`src/rtl/seg_pkg.sv`:
```
// seg_pkg: seven-segment digit table shared with the display driver, anode slot
// codes and the frame conversion FSM state type.
package seg_pkg;

   localparam logic [6:0] SEG_D0 = 7'b1000000;
   localparam logic [6:0] SEG_D1 = 7'b1111001;
   localparam logic [6:0] SEG_D2 = 7'b0100100;
   localparam logic [6:0] SEG_D3 = 7'b0110000;
   localparam logic [6:0] SEG_D4 = 7'b0011001;
   localparam logic [6:0] SEG_D5 = 7'b0010010;
   localparam logic [6:0] SEG_D6 = 7'b0000010;
   localparam logic [6:0] SEG_D7 = 7'b1111000;
   localparam logic [6:0] SEG_D8 = 7'b0000000;
   localparam logic [6:0] SEG_D9 = 7'b0010000;

   // Active-low anode codes, one per digit slot.
   localparam logic [3:0] AN_UNITS     = 4'b1110;
   localparam logic [3:0] AN_TENS      = 4'b1101;
   localparam logic [3:0] AN_HUNDREDS  = 4'b1011;
   localparam logic [3:0] AN_THOUSANDS = 4'b0111;
   localparam logic [3:0] AN_BLANK     = 4'b1111;

   typedef enum logic [1:0] {
      IDLE = 2'd0,
      CONV = 2'd1,
      DONE = 2'd2
   } conv_state_t;

endpackage

```
`src/rtl/seg_pattern_decode.sv`:
```
// seg_pattern_decode: maps an active-low segment pattern onto its decimal digit
// and flags patterns that are not in the shared digit table.
module seg_pattern_decode
   import seg_pkg::*;
(
   input  logic [6:0] seg,
   output logic [3:0] digit,
   output logic       legal
);

   // Table lookup; anything outside the table is reported as illegal.
   always_comb begin
      digit = 4'd0;
      legal = 1'b1;
      case (seg)
         SEG_D0:  digit = 4'd0;
         SEG_D1:  digit = 4'd1;
         SEG_D2:  digit = 4'd2;
         SEG_D3:  digit = 4'd3;
         SEG_D4:  digit = 4'd4;
         SEG_D5:  digit = 4'd5;
         SEG_D6:  digit = 4'd6;
         SEG_D7:  digit = 4'd7;
         SEG_D8:  digit = 4'd8;
         SEG_D9:  digit = 4'd9;
         default: legal = 1'b0;
      endcase
   end

endmodule

```
`src/rtl/seg_scan_decoder.sv`:
```
// seg_scan_decoder: recovers a 4-digit frame from a multiplexed 7-segment scan.
// Define SEG_BIN_CONV_EN to add the serial BCD-to-binary CONV stage and value output.
module seg_scan_decoder
   import seg_pkg::*;
#(
   parameter int unsigned STABLE_CYCLES = 32'd16
)
(
   input  logic        clk,
   input  logic        rst,
   input  logic [6:0]  seg_in,
   input  logic [3:0]  an_in,
   output logic [15:0] bcd,
   output logic [13:0] value,
   output logic        frame_valid,
   output logic        seg_err,
   output logic        an_err,
   output logic        busy
);

   localparam logic [15:0] CNT_TARGET = 16'(STABLE_CYCLES);

   logic [10:0]  samp_r;
   logic [15:0]  cnt_r;
   logic         same_s;
   logic         eval_s;
   logic [3:0]   dec_digit_s;
   logic         dec_legal_s;
   logic [1:0]   slot_s;
   logic         one_low_s;
   logic         multi_low_s;
   logic         cap_s;
   logic         start_s;
   conv_state_t  state_r;
   conv_state_t  state_nx_s;
   logic [3:0]   seen_r;
   logic [3:0]   seen_nx_s;
   logic [15:0]  shadow_r;
   logic [15:0]  shadow_nx_s;
   logic [15:0]  conv_bcd_r;
`ifdef SEG_BIN_CONV_EN
   logic [1:0]   step_r;
   logic [13:0]  acc_r;
   logic [3:0]   conv_digit_s;
`endif

   // Evaluation fires only on the edge where the count first reaches the target.
   assign same_s  = ({an_in, seg_in} == samp_r);
   assign eval_s  = same_s && (cnt_r == (CNT_TARGET - 16'd1));
   assign cap_s   = eval_s && one_low_s && dec_legal_s;
   assign start_s = (state_r == IDLE) && (seen_r == 4'b1111);

   // Input sample register and saturating run-length counter.
   always_ff @(posedge clk or posedge rst) begin
      if (rst) begin
         samp_r <= 11'd0;
         cnt_r  <= 16'd0;
      end else begin
         samp_r <= {an_in, seg_in};
         if (!same_s) begin
            cnt_r <= 16'd1;
         end else if (cnt_r != CNT_TARGET) begin
            cnt_r <= cnt_r + 16'd1;
         end else begin
            cnt_r <= cnt_r;
         end
      end
   end

   seg_pattern_decode u_decode (
      .seg   (samp_r[6:0]),
      .digit (dec_digit_s),
      .legal (dec_legal_s)
   );

   // Anode classification: single slot, blank, or several anodes driven at once.
   always_comb begin
      slot_s      = 2'd0;
      one_low_s   = 1'b1;
      multi_low_s = 1'b0;
      case (samp_r[10:7])
         AN_UNITS:     slot_s = 2'd0;
         AN_TENS:      slot_s = 2'd1;
         AN_HUNDREDS:  slot_s = 2'd2;
         AN_THOUSANDS: slot_s = 2'd3;
         AN_BLANK:     one_low_s = 1'b0;
         default: begin
            one_low_s   = 1'b0;
            multi_low_s = 1'b1;
         end
      endcase
   end

   // Capture wins over the start-of-conversion clear so that digit is kept.
   always_comb begin
      seen_nx_s   = start_s ? 4'b0000 : seen_r;
      shadow_nx_s = shadow_r;
      if (cap_s) begin
         seen_nx_s[slot_s]                     = 1'b1;
         shadow_nx_s[{slot_s, 2'b00} +: 4]     = dec_digit_s;
      end else begin
         shadow_nx_s = shadow_r;
      end
   end

   // Conversion FSM next-state logic.
   always_comb begin
      state_nx_s = state_r;
      case (state_r)
         IDLE: begin
            if (seen_r == 4'b1111) begin
`ifdef SEG_BIN_CONV_EN
               state_nx_s = CONV;
`else
               state_nx_s = DONE;
`endif
            end else begin
               state_nx_s = IDLE;
            end
         end
         CONV: begin
`ifdef SEG_BIN_CONV_EN
            if (step_r == 2'd3) begin
               state_nx_s = DONE;
            end else begin
               state_nx_s = CONV;
            end
`else
            state_nx_s = IDLE;
`endif
         end
         DONE:    state_nx_s = IDLE;
         default: state_nx_s = IDLE;
      endcase
   end

   // FSM state, digit shadow and registered frame/error outputs.
   always_ff @(posedge clk or posedge rst) begin
      if (rst) begin
         state_r     <= IDLE;
         seen_r      <= 4'd0;
         shadow_r    <= 16'd0;
         conv_bcd_r  <= 16'd0;
         bcd         <= 16'd0;
         frame_valid <= 1'b0;
         seg_err     <= 1'b0;
         an_err      <= 1'b0;
         busy        <= 1'b0;
      end else begin
         state_r     <= state_nx_s;
         seen_r      <= seen_nx_s;
         shadow_r    <= shadow_nx_s;
         seg_err     <= eval_s && one_low_s && !dec_legal_s;
         an_err      <= eval_s && multi_low_s;
         busy        <= (state_nx_s != IDLE);
         frame_valid <= (state_r == DONE);
         conv_bcd_r  <= start_s ? shadow_r : conv_bcd_r;
         bcd         <= (state_r == DONE) ? conv_bcd_r : bcd;
      end
   end

`ifdef SEG_BIN_CONV_EN
   // Step 0 selects the thousands digit, step 3 the units digit.
   assign conv_digit_s = conv_bcd_r[{~step_r, 2'b00} +: 4];

   // Horner accumulation of the snapshot and the registered binary value.
   always_ff @(posedge clk or posedge rst) begin
      if (rst) begin
         step_r <= 2'd0;
         acc_r  <= 14'd0;
         value  <= 14'd0;
      end else begin
         if (start_s) begin
            step_r <= 2'd0;
            acc_r  <= 14'd0;
         end else if (state_r == CONV) begin
            step_r <= step_r + 2'd1;
            acc_r  <= (acc_r * 14'd10) + {10'd0, conv_digit_s};
         end else begin
            step_r <= step_r;
            acc_r  <= acc_r;
         end
         value <= (state_r == DONE) ? acc_r : value;
      end
   end
`else
   assign value = 14'd0;
`endif

endmodule

```
`config.mk`:
```
export PLATFORM = sky130hd
export DESIGN_NAME = seg_scan_decoder
export DESIGN_NICKNAME = d
export VERILOG_FILES = /design/src/rtl/seg_pkg.sv /design/src/rtl/seg_pattern_decode.sv /design/src/rtl/seg_scan_decoder.sv
export SDC_FILE = /design/constraint.sdc
export NUM_CORES = 1
export LEC_CHECK = 0
export BUFFER_PORTS_ARGS = -buffer_cell sky130_fd_sc_hd__clkbuf_2
export CAP_MARGIN = 20
export CELL_PAD_IN_SITES_DETAIL_PLACEMENT = 0
export CELL_PAD_IN_SITES_GLOBAL_PLACEMENT = 1
export CORE_AREA = 2 2 91 93
export CTS_BUF_LIST = sky130_fd_sc_hd__clkbuf_8
export DETAILED_ROUTE_END_ITERATION = 16
export DIE_AREA = 0 0 93 95
export PLACE_DENSITY = 0.95
export SYNTH_ARGS = -nofsm -noshare
export SYNTH_HDL_FRONTEND = slang
export SYNTH_SLANG_ARGS = --single-unit
```
`constraint.sdc`:
```
create_clock -name clk -period 7.4 [get_ports clk]
set_input_delay 0.74 -clock clk [delete_from_list [all_inputs] [get_ports clk]]
set_output_delay 0.74 -clock clk [all_outputs]
set_load 0.02 [all_outputs]
```
==> impl_metrics.py <==
metrics = {
    "global_route": {
        "grt_pass1_wl_mm": 11.8,
        "overflow": 0,
        "grt_pass1_vias": 2457,
        "grt_max_degree": 84,
        "grt_usage_pct": 17.3,
        "antenna_found_initial": 0,
    },
    "cells_and_area": {
        "antennaDiodeCount": 0,
        "syn_to_final_growth_pct": 10.4,
        "nets": 409,
        "drive_above_1_share_pct": 22.2,
        "finalInstanceArea_um2": 4370,
    },
    "worst_setup_path": {
        "arrival_ns": 2.71,
        "slowest_stage": "ha_1",
        "worst-endpoint-required_ns": 7.71,
        "cp_max_fo": 10,
        "slowest_delay_ns": 0.59,
        "crit_path_cell_trace": "xor2_1 > nand3_1 > ha_1 > inv_1 > or3_1 > nor2_1 > mux2_2",
        "path_delay_family": "simple AND/OR/NAND/NOR gates",
        "setup.worst_path.start": "samp_r[10]",
        "critical_path_class": "reg2reg",
        "endpoint_kind": "register",
        "r2r-start": "samp_r[10]",
        "startpoint_type": "register",
        "critical_path_buf_inv_count": 1,
    },
    "clock_network": {
        "postCtsHoldBufs": 0,
        "clock_path_buffers": 2,
        "cts.repair.resized": 0,
        "cts_made_buffers": 9,
        "cts-root-buf": "clkbuf_8",
        "cts_sinks": 83,
        "htreeDepth": 3,
        "cts_tree": "done",
        "clkLatencyLatePin_ns": 0.36,
        "post_cts_buffers": 0,
        "clk_pin_slew_ns": 0.08,
    },
    "place": {
        "place_area_um2": 4140,
        "port_buffers": 32,
        "hpwl_mm": 4.68,
        "place_congestion": 0.816,
        "place_ws_ns": 4.74,
    },
    "synthesis": {
        "async_flop_share_pct": 100,
        "synthFlopType": "dfrtp_1",
        "syn_area_um2": 3960,
        "synth_area_per_cell_um2": 11.1,
        "yosysSeqAreaShare_pct": 52.4,
        "yosysWarnings": 0,
        "netlist_instances": 357,
        "synth_edf_count": 0,
        "synth_seq_cells": 83,
        "synth_cell_types": 50,
    },
    "detailed_routing": {
        "drtPass1Iterations": 4,
        "drc_errors": 0,
        "via_per_inst": 5.12,
        "drtIter0Drc": 133,
        "post_drt_wl_per_cell_um": 13.5,
        "totalWireLength_mm": 6.73,
        "drtAntennaViolNets": 0,
        "vias": 2543,
    },
    "floorplanning": {
        "io_pins": 47,
        "die_height_um": 95,
        "core_um2": 7930,
        "dieWidth_um": 93,
        "die_area_um2": 8840,
        "start_util_pct": 50.0,
        "rows": 33,
    },
    "timing": {
        "relSlewSlack_pct": 52.3,
        "max_freq_mhz": 416,
        "worstMarginPinSlew_ns": 0.715,
        "slew_viol_final": 0,
        "rsz0062_at_grt": "no",
        "setup_ws_ns": 5.00,
        "final.min_clock_period_ns": 2.41,
        "hold_viol_final": 0,
        "finClkSkew_ns": 0.00792,
        "setup_tns_ns": 0,
        "setup_viol": 0,
        "period_share_pct": 32.5,
    },
    "pwr": {
        "p_per_area_nw_per_um2": 192,
        "leakage_nw": 2.15,
        "vdd.ir_drop.worst_v": 0.000107,
        "power_mw": 0.842,
    },
    "hold_path": {
        "hold_path_class": "in2async",
    },
    "flow_run": {
        "cap_violations": 0,
    },
    "run_status": {
        "outcome": "finished, final reports clean",
    },
}
## worst register-to-register path, cell delays in order, from the launching register on
cell and delay, ns:
dfrtp_1 0.48, xor2_1 0.17, nand3_1 0.30, ha_1 0.59
inv_1 0.11, or3_1 0.41, nor2_1 0.13, mux2_2 0.16
## registers in the layout, indices dropped and copies added (netlist names)
signal       flops
shadow_r        16
seen_r           4
frame_valid      1
bcd             16
state_r          1
an_err           1
samp_r          11
cnt_r           16
seg_err          1
conv_bcd_r      16
## through the flow
step	instances	util (%)	hold WS (ns)
final	497	55.2	0.447
after global routing	497	55.2	0.486
after CTS	496	54.8	0.474
after detailed placement	480	52.2	0.452
after global placement	480	52.2	0.449
after floorplan	370	-	0.433
## cells in the mapped netlist (all sizes together), types with 2 or more instances
cell type / instances / share of area [%]
clkbuf: 7 / 0.66
inv: 6 / 0.57
a21oi: 2 / 0.25
xnor2: 5 / 1.1
nor3b: 2 / 0.51
and3b: 3 / 0.66
mux2: 32 / 9.1
nand2: 59 / 5.6
nor2: 23 / 2.2
a32o: 3 / 0.76
buf: 22 / 3.9
o21ai: 2 / 0.35
nor3: 9 / 1.1
or3: 3 / 0.47
o2111ai: 4 / 2.1
nor4: 12 / 2.2
nand3: 16 / 2.0
ha: 9 / 2.8
dfrtp: 83 / 52
nand4: 4 / 0.63
xor2: 24 / 5.3
nand2b: 2 / 0.32
and4: 6 / 1.4
and3: 2 / 0.32
## area by class of cell
type | instances | area (µm²)
clock buffer | 10 | 138
clock inverter | 6 | 71.3
fill | 721 | 3550
inverter | 7 | 27.5
multi-input combinational | 251 | 1730
sequential | 83 | 2080
tap | 105 | 131
timing repair buffer | 35 | 203
## final timing paths
| path | to | slack [ns] | cells after the start |
|---|---|---|---|
| setup / recovery | shadow_r[9] | 5.00 | 7 |
| hold reg to reg | conv_bcd_r[1] | 0.47 | 2 |
| hold / removal | samp_r[0] | 0.45 | 3 |
| min in group clk | conv_bcd_r[1] | 0.47 | 2 |
| max in group asynchronous | bcd[11] | 6.39 | 4 |
| setup reg to reg | shadow_r[9] | 5.00 | 7 |
## kinds of logic (layout without fill, tap and decap cells)
kind of cell	after synthesis	count (layout)	share of synthesized area [%]
other	1	14	0.0946
adder cells (fa/ha/maj)	10	10	3.09
multiplexers	33	33	9.34
AO/OA/AOI/OAI	17	17	4.64
flip-flops	83	83	52.4
AND/OR/NAND/NOR	148	148	18.8
buffers and inverters	36	58	5.27
XOR/XNOR	29	29	6.41
## layer usage
metal  track usage (%)  vias up  share of wire (%)
met4              6.86        0               0.91
li1                  -     1256                  -
met5                 0        -                  0
met3              4.63        6                3.5
met2              27.7       48                 49
met1              22.6     1233                 46
## layout by cell type, fill, tap and decap left out, drive strengths merged, types with 3 or more instances in the layout
master and n:
and3b 3, xnor2 5, nor2 23, a32o 3, or3 3, clkinv 3
ha 9, buf 3, and4 6, dfrtp 83, xor2 24, conb 14
clkbuf 42, o2111ai 4, nor3 9, inv 7, nand3 16, mux2 32
nand4 4, nor4 12, nand2 59
## report_power, final
group | switching [mW] | internal (mW)
combinational | 0.0316 | 0.0135
sequential | 0.00688 | 0.456
clock | 0.166 | 0.168
No activity file was read; power rests on OpenSTA's default activity.
